==> config.mk <==
export PLATFORM = sky130hd
export DESIGN_NAME = multicycle_control_fsm
export DESIGN_NICKNAME = d
export VERILOG_FILES = /design/src/rtl/multicycle_control_fsm.sv
export SDC_FILE = /design/constraint.sdc
export NUM_CORES = 1
export LEC_CHECK = 0
export ABC_AREA = 0
export BUFFER_PORTS_ARGS = -buffer_cell sky130_fd_sc_hd__buf_2
export CORE_UTILIZATION = 56
export DETAILED_ROUTE_END_ITERATION = 12
export GPL_TIMING_DRIVEN = 0
export PLACE_DENSITY = 0.83
export SLEW_MARGIN = 20
export SYNTH_ARGS = -nofsm -noshare
export SYNTH_HDL_FRONTEND = slang
export SYNTH_SLANG_ARGS = --single-unit
export TNS_END_PERCENT = 10
==> constraint.sdc <==
create_clock -name clk -period 3.6 [get_ports clk]
set_clock_uncertainty 0.15 [all_clocks]
set_input_delay 0.36 -clock clk [delete_from_list [all_inputs] [get_ports clk]]
set_output_delay 0.36 -clock clk [all_outputs]
set_load 0.005 [all_outputs]
==> src/rtl/multicycle_control_fsm.sv <==
// Main control FSM for the multicycle MIPS datapath.
// Sequences fetch/decode/execute/memory/writeback per opcode, with a bounded
// wait on the memory ready handshake.
// Optional feature macro: MCU_JUMP_EN (adds the J/JAL JUMP state).
module multicycle_control_fsm #(
   parameter int unsigned MEM_WAIT_MAX = 16
) (
   input  logic       clk,
   input  logic       reset,
   input  logic [5:0] Opcode,
   input  logic       mem_ready,
   output logic       PCWrite,
   output logic       BranchEQ,
   output logic       BranchNE,
   output logic       IorD,
   output logic       MemRead,
   output logic       MemWrite,
   output logic       IRWrite,
   output logic [1:0] RegDst,
   output logic [1:0] MemtoReg,
   output logic       RegWrite,
   output logic       ALUSrcA,
   output logic [1:0] ALUSrcB,
   output logic [1:0] PCSource,
   output logic [3:0] ALUOp,
   output logic       illegal_op,
   output logic       mem_timeout,
   output logic [3:0] state_o
);

   localparam int unsigned CW = 8;

   localparam logic [5:0] OP_R    = 6'b000000;
   localparam logic [5:0] OP_J    = 6'b000010;
   localparam logic [5:0] OP_JAL  = 6'b000011;
   localparam logic [5:0] OP_BEQ  = 6'b000100;
   localparam logic [5:0] OP_BNE  = 6'b000101;
   localparam logic [5:0] OP_ADDI = 6'b001000;
   localparam logic [5:0] OP_ORI  = 6'b001101;
   localparam logic [5:0] OP_LUI  = 6'b001111;
   localparam logic [5:0] OP_LW   = 6'b100011;
   localparam logic [5:0] OP_SW   = 6'b101011;

   typedef enum logic [3:0] {
      IDLE      = 4'd0,
      FETCH     = 4'd1,
      DECODE    = 4'd2,
      R_EXEC    = 4'd3,
      R_WB      = 4'd4,
      I_EXEC    = 4'd5,
      I_WB      = 4'd6,
      MEM_ADDR  = 4'd7,
      MEM_READ  = 4'd8,
      MEM_WRITE = 4'd9,
      LW_WB     = 4'd10,
      BRANCH    = 4'd11,
      JUMP      = 4'd12
   } state_t;

   typedef struct packed {
      logic       pc_write;
      logic       beq;
      logic       bne;
      logic       iord;
      logic       mem_read;
      logic       mem_write;
      logic [1:0] reg_dst;
      logic [1:0] mem_to_reg;
      logic       reg_write;
      logic       alu_src_a;
      logic [1:0] alu_src_b;
      logic [1:0] pc_source;
      logic [3:0] alu_op;
   } ctl_t;

   state_t        state, nxt;
   logic [CW-1:0] wait_cnt;
   ctl_t          ctl;
   logic          wait_st, tmo, bad;

   // Moore strobes for a given state; opcode refines ALUOp/branch/JAL fields
   function automatic ctl_t moore(input state_t st, input logic [5:0] op);
      ctl_t c;
      c = '0;
      case (st)
         FETCH:     begin c.mem_read = 1'b1; c.alu_src_b = 2'd1; c.alu_op = 4'b0100; end
         DECODE:    begin c.alu_src_b = 2'd3; c.alu_op = 4'b0100; end
         R_EXEC:    begin c.alu_src_a = 1'b1; c.alu_op = 4'b1111; end
         R_WB:      begin c.reg_dst = 2'd1; c.reg_write = 1'b1; end
         I_EXEC: begin
            c.alu_src_a = 1'b1;
            c.alu_src_b = 2'd2;
            c.alu_op    = (op == OP_ORI) ? 4'b0101 : (op == OP_LUI) ? 4'b0110 : 4'b0100;
         end
         I_WB:      c.reg_write = 1'b1;
         MEM_ADDR: begin
            c.alu_src_a = 1'b1;
            c.alu_src_b = 2'd2;
            c.alu_op    = (op == OP_SW) ? 4'b0010 : 4'b0001;
         end
         MEM_READ:  begin c.iord = 1'b1; c.mem_read = 1'b1; end
         MEM_WRITE: begin c.iord = 1'b1; c.mem_write = 1'b1; end
         LW_WB:     begin c.mem_to_reg = 2'd1; c.reg_write = 1'b1; end
         BRANCH: begin
            c.alu_src_a = 1'b1;
            c.alu_op    = 4'b0011;
            c.pc_source = 2'd1;
            c.beq       = (op == OP_BEQ);
            c.bne       = (op == OP_BNE);
         end
`ifdef MCU_JUMP_EN
         JUMP: begin
            c.pc_write  = 1'b1;
            c.pc_source = 2'd2;
            if (op == OP_JAL) begin
               c.reg_dst    = 2'd2;
               c.mem_to_reg = 2'd2;
               c.reg_write  = 1'b1;
            end
         end
`endif
         default:   c = '0;
      endcase
      return c;
   endfunction

   // Next state, wait-limit abort and illegal-opcode detection
   always_comb begin
      nxt     = state;
      bad     = 1'b0;
      wait_st = (state == FETCH) || (state == MEM_READ) || (state == MEM_WRITE);
      tmo     = wait_st && !mem_ready && (wait_cnt == CW'(MEM_WAIT_MAX - 1));
      case (state)
         IDLE:      nxt = FETCH;
         FETCH:     nxt = mem_ready ? DECODE : FETCH;
         DECODE: begin
            case (Opcode)
               OP_R:                    nxt = R_EXEC;
               OP_ADDI, OP_ORI, OP_LUI: nxt = I_EXEC;
               OP_LW, OP_SW:            nxt = MEM_ADDR;
               OP_BEQ, OP_BNE:          nxt = BRANCH;
`ifdef MCU_JUMP_EN
               OP_J, OP_JAL:            nxt = JUMP;
`endif
               default: begin
                  nxt = FETCH;
                  bad = 1'b1;
               end
            endcase
         end
         R_EXEC:    nxt = R_WB;
         I_EXEC:    nxt = I_WB;
         MEM_ADDR:  nxt = (Opcode == OP_SW) ? MEM_WRITE : MEM_READ;
         MEM_READ: begin
            if (mem_ready)  nxt = LW_WB;
            else if (tmo)   nxt = FETCH;
         end
         MEM_WRITE: begin
            if (mem_ready || tmo) nxt = FETCH;
         end
         default:   nxt = FETCH;
      endcase
   end

   // State, wait counter and registered Moore strobes
   always_ff @(posedge clk or posedge reset) begin
      if (reset) begin
         state    <= IDLE;
         wait_cnt <= '0;
         ctl      <= '0;
      end else begin
         state    <= nxt;
         wait_cnt <= (wait_st && !mem_ready && !tmo) ? wait_cnt + CW'(1) : '0;
         ctl      <= moore(nxt, Opcode);
      end
   end

   // The fetch-completion strobes must land in the same cycle as mem_ready
   assign IRWrite     = (state == FETCH) && mem_ready;
   assign PCWrite     = ctl.pc_write | IRWrite;
   assign BranchEQ    = ctl.beq;
   assign BranchNE    = ctl.bne;
   assign IorD        = ctl.iord;
   assign MemRead     = ctl.mem_read;
   assign MemWrite    = ctl.mem_write;
   assign RegDst      = ctl.reg_dst;
   assign MemtoReg    = ctl.mem_to_reg;
   assign RegWrite    = ctl.reg_write;
   assign ALUSrcA     = ctl.alu_src_a;
   assign ALUSrcB     = ctl.alu_src_b;
   assign PCSource    = ctl.pc_source;
   assign ALUOp       = ctl.alu_op;
   assign illegal_op  = bad;
   assign mem_timeout = tmo;
   assign state_o     = state;

endmodule
## After elaboration in Yosys (flattened, before gate mapping)

Cells that the tools add are included.

| storage, ports and cells | value |
|---|---|
| logic and storage cells | 85 |
| register bits | 31 |

| cells by class | value |
|---|---|
| equal/unequal tests | 26 |
| add/sub/neg operators | 1 |
| reductions and logical operators | 20 |
| mux-type cells | 24 |

Operators with widths:

| kind | number |
|---|---|
| one-hot mux 4 bit (7 select lines) | 1 |
| equality test 4 x 3 -> 1 bit, second input constant | 6 |
| equality test 4 bit, second input constant | 6 |
| one-hot mux 4 bit (5 select lines) | 1 |
| equality test 6 x 4 -> 1 bit, second input constant | 3 |
| equality test 4 x 2 -> 1 bit, second input constant | 4 |
| one-hot mux 4 bit (4 select lines) | 1 |
| equality test 6 x 3 -> 1 bit, second input constant | 2 |
| equality test 6 bit, second input constant | 2 |
| two-way mux 4 bit | 3 |
| OR reduction 2 bit | 6 |
| two-way mux 1 bit | 11 |
| two-way mux 2 bit | 5 |
| adder 8 x 1 -> 8 bit, second input constant | 1 |
| equality test 4 x 1 -> 1 bit, second input constant | 2 |
| equality test 8 x 4 -> 1 bit, second input constant | 1 |
| two-way mux 8 bit | 1 |
| OR reduction 8 bit | 1 |
| zero test 6 bit | 1 |
| one-hot mux 2 bit (3 select lines) | 1 |
| OR reduction 3 bit | 2 |
| logical AND 1 bit | 4 |
| OR reduction 4 bit | 1 |
| logical OR 1 bit | 3 |
| zero test 1 bit | 2 |

## Longest topological paths before layout

| logic depth | value |
|---|---|
| word-level depth | 11 |
| mapped depth | 6 |
| depth with buffers taken out | 6 |

## Worst setup path after synthesis

No wires, ideal clock.

| timing | value |
|---|---|
| path type | register -> register |
| start | register wait_cnt[4] |
| end | register ctl (netlist bit ALUOp[0]) |
| slack | 1.602 ns |
| cell stages (with the launch flop) | 6 |
| period minus slack after synthesis | 1.998 ns |
| data arrival time | 1.744 ns |
| setup time | 0.104 ns |
| buffers on the path | 0 |
| cells stage by stage | dfrtp_1 -> or4_1 -> or3_4 -> a2bb2oi_4 -> nand4_2 -> o311ai_1 |

| between the ends | value |
|---|---|
| word-level cells in the longest chain between the ends | 8 |
| elaborated cells between the ends (all ways) | 15 |
| those cells by class | eq/ne: 7; mux: 5; reduce/logical: 3 |

Ends and longest elaborated chain:

| element | RTL line | RTL |
|---|---|---|
| start: declaration | 77 | `logic [CW-1:0] wait_cnt;` |
| start signal: assignment | 173 | `wait_cnt <= (wait_st && !mem_ready && !tmo) ? wait_cnt + CW'(1) : '0;` |
| equality test 8 x 4 -> 1 bit * | 132 | `tmo = wait_st && !mem_ready && (wait_cnt == CW'(MEM_WAIT_MAX - 1));` |
| logical AND 1 bit * | 132 |  |
| two-way mux 4 bit or logical OR 1 bit (tied branches) | 156, 159 |  |
| two-way mux 4 bit (on tied branches) | 155, 159 |  |
| one-hot mux 4 bit (7 select lines) * | 133 | `case (state)` |
| equality test 4 x 1 -> 1 bit or equality test 4 x 2 -> 1 bit (tied branches) | 85 | `case (st)` |
| OR reduction 2 bit (no source line) | - |  |
| one-hot mux 4 bit (5 select lines) * | 85 |  |
| end signal: assignment | 174 | `ctl <= moore(nxt, Opcode);` |
| end: declaration | 78 | `ctl_t ctl;` |

Mark *: on every way between the ends. The rest lies on a longest branch, timed or not.

## Worst setup path in the final report

| timing | value |
|---|---|
| start | register state[0], in the netlist state_o[0] |
| end | output port PCWrite |

| between the ends | value |
|---|---|
| word-level cells in the longest chain between the ends | 2 |

Ends and longest elaborated chain:

| element | RTL line | RTL |
|---|---|---|
| start: declaration | 76 | `state_t state, nxt;` |
| start signal: assignment | 172 | `state <= nxt;` |
| equality test 4 x 1 -> 1 bit | 179 | `assign IRWrite = (state == FETCH) && mem_ready;` |
| logical AND 1 bit | 179 |  |
| end: declaration | 12 | `output logic PCWrite,` |

Every way passes these cells.

==> flow_summary_export.csv <==
group,metric,value,unit
status,status,"finished clean",
clock_network,clk_path_buf_depth,2,
sta,worst_slack,1110,ps
pwr,power.leakage,0.867,nW
drt,avgRoutedWirePerCell,13.5,um
sta,slew_headroom,44.0,%
final_layout,n_antenna_cell,0,
grt,track_usage,23.2,%
drt,wl_met3,111,um
drt,drtIter0Drc,10,
final_layout,final_nets,190,
final_layout,layout.cells.most_common,"buf_2",
synthesis,async_reset_ff_share,100,%
critical_path,crit_arrival,1980,ps
synthesis,yosysWarnings,0,
clock_network,post_cts_buffers,0,
grt,antenna_found_initial,0,
synthesis,synth_edf_count,0,
clock_network,cts_buffers,3,
sta,maxClockFrequency,402,MHz
job,maxCapViolCount,0,
grt,grt_pass1_vias,1042,
clock_network,cts_max_level,1,
floorplanning,rows,18,
floorplanning,core_area,2450,um^2
floorplanning,die_w,52.9,um
final_layout,drive_gt1_share,28.7,%
placement,pre_cts_slack,1410,ps
grt,grt_overflow_total,0,
drt,vias,1158,
final_layout,nFillCells,206,
sta,setup_violations,0,
drt,routed_wl,2810,um
grt,grt_pass1_wl,4650,um
clock_network,cts.clk_slew.worst_paths,140,ps
drt,drt_first_pass_iters,4,
placement,dp_hpwl,2120,um
clock_network,cts-root-buf,"clkbuf_4",
sta,tns,0,ps
clock_network,cts_tree,"done",
synthesis,yosys_register_bits,28,
critical_path,cp-start-kind,"flop",
final_layout,layout_common_cells,"buf_2, dfrtp_1, nor2_1",
drt,route.detailed.drc,0,
clock_network,cts.sinks,28,
floorplanning,die_y,52.9,um
critical_path,path_max_fanout,10,
critical_path,path_class,"flop to output pin",
sta,finalMaxSlewViolations,0,
placement,gp_congestion,0.822,
sta,holdWs,155,ps
final_layout,finalNonFillerCells,208,
placement,numPlacedInstances,204,
drt,dr.max_layer_used,"met4",
pwr,ir_drop,0.351,mV
synthesis,synth_top_area_share,48.3,%
synthesis,ys_top_cells_by_area,"dfrtp_1, nor2_1, nand2_1",
drt,wl_met2,1570,um
drt,ant_nets,0,
drt,drt-met1-wl,1090,um
placement,io_buffers,30,
drt,via_per_inst,5.57,
synthesis,post-synth-top-area-cell,"dfrtp_1",
clock_network,cts_resized,0,
worst_hold_path,hp-class,"primary input to flop",
sta,post-route-min-period,2490,ps
pwr,p_per_area,547,nW/um^2
sta,rsz0062_at_grt,"false",
critical_path,crit_path_end_kind,"output pin",
floorplanning,initial_utilization,59.1,%
pwr,p_total,0.000918,W
floorplanning,die_area,2800,um^2
synthesis,avgSynthCellArea,10.2,um^2
synthesis,synth_seq_area_share,48.3,%
sta,final-hold-violation-count,0,
synthesis,postSynthCellCount,142,
grt,grt_max_degree,29,
synthesis,synthesis.area,1450,um^2
synthesis,synth-main-ff-cell,"dfrtp_1",
critical_path,crit_required,3090,ps
sta,period_share,69.1,%
synthesis,netlist-cell-type-count,48,
floorplanning,pin_count,36,
sta,worstMarginPinSlew,829,ps
clock_network,clk_latency,330,ps
final_layout,area_growth,15.7,%
-- report_power, final --
| part | switching (W) | total (W) | internal, W |
|---|---|---|---|
| Clock | 0.0000863 | 0.000126 | 0.0000393 |
| Sequential | 0.0000364 | 0.000411 | 0.000375 |
| Combinational | 0.000207 | 0.000381 | 0.000174 |
| Total | 0.000330 | 0.000918 | 0.000588 |
-- through the flow --
| stage | instance area (um^2) | util (%) |
|---|---|---|
| floorplan | 1460 | - |
| global placement | 1650 | 67.0 |
| detailed placement | 1650 | 67.0 |
| CTS | 1670 | 67.9 |
| global route | 1680 | 68.3 |
| finish | 1680 | 68.3 |
-- final timing paths --
| check | start | endpoint | slack (ps) | cells after the start |
|---|---|---|---|---|
| max | state_o[0]$_DFF_PP0_ | PCWrite | 1110 | 6 |
| min | Opcode[0] | BranchEQ$_DFF_PP0_ | 160 | 2 |
| max reg2reg | wait_cnt[4]$_DFF_PP0_ | ALUOp[0]$_DFF_PP0_ | 1470 | 5 |
| min reg2reg | wait_cnt[0]$_DFF_PP0_ | wait_cnt[0]$_DFF_PP0_ | 330 | 1 |
| max in group asynchronous | reset | wait_cnt[4]$_DFF_PP0_ | 2460 | 3 |
| min in group asynchronous | reset | ALUSrcB[1]$_DFF_PP0_ | 470 | 3 |
-- logic make-up (layout without fill, tap and decap cells) --
kind of cell	after synthesis	after routing	synth area share [%]
and+or+nand+nor	71	71	30.0
DFF	28	28	48.3
AOI/OAI and AO/OA	18	18	11.3
buffers and inverters	17	51	5.61
xor gates and xnor gates	6	6	3.62
adders and majority gates	1	1	0.863
other	1	3	0.259
-- cell usage after synthesis (3+ instances only) --
cell type and n:
and3_1 4, buf_4 4, clkbuf_1 3, dfrtp_1 28, inv_1 8, nand2_1 12
nand3_1 7, nor2_1 14, nor3_1 5, nor3b_1 3, xnor2_1 4
-- metal layers --
layer	vias up	GRT usage [%]
li1	565	-
met3	5	2.59
met1	549	26.2
met4	0	6.58
met5	-	0
met2	39	44.9
-- sequential cells by signal, summed over array words and instances, names as in the netlist --
| register | cells |
|---|---|
| MemWrite | 1 |
| BranchNE | 1 |
| MemtoReg | 1 |
| ALUOp | 4 |
| MemRead | 1 |
| ALUSrcB | 2 |
| RegWrite | 1 |
| wait_cnt | 8 |
| BranchEQ | 1 |
| RegDst | 1 |
| IorD | 1 |
| state_o | 4 |
| PCSource | 1 |
| ALUSrcA | 1 |
-- cell type report --
class	count	area [um^2]	share of cell area [%]
well taps	30	37.5	2.24
inverters	8	30.0	1.79
clock buffers	3	22.5	1.34
repair buffers	31	160	9.55
plain buffers	9	51.3	3.06
multi-input cells	99	676	40.3
flip-flops and latches	28	701	41.8
-- worst max-delay path, cell delays in order (launching register included) --
cell	delay, ps
dfrtp_1	440
clkbuf_1	330
nand2_1	100
or4_1	490
inv_1	100
buf_4	100
buf_2	90
-- repair_timing --
item	in CTS	in global routing
hold buffers	0	1
endpoints found under the setup margin	0	0
hold endpoints to repair	0	28
Note: power is estimated with default switching activity, not from simulation.
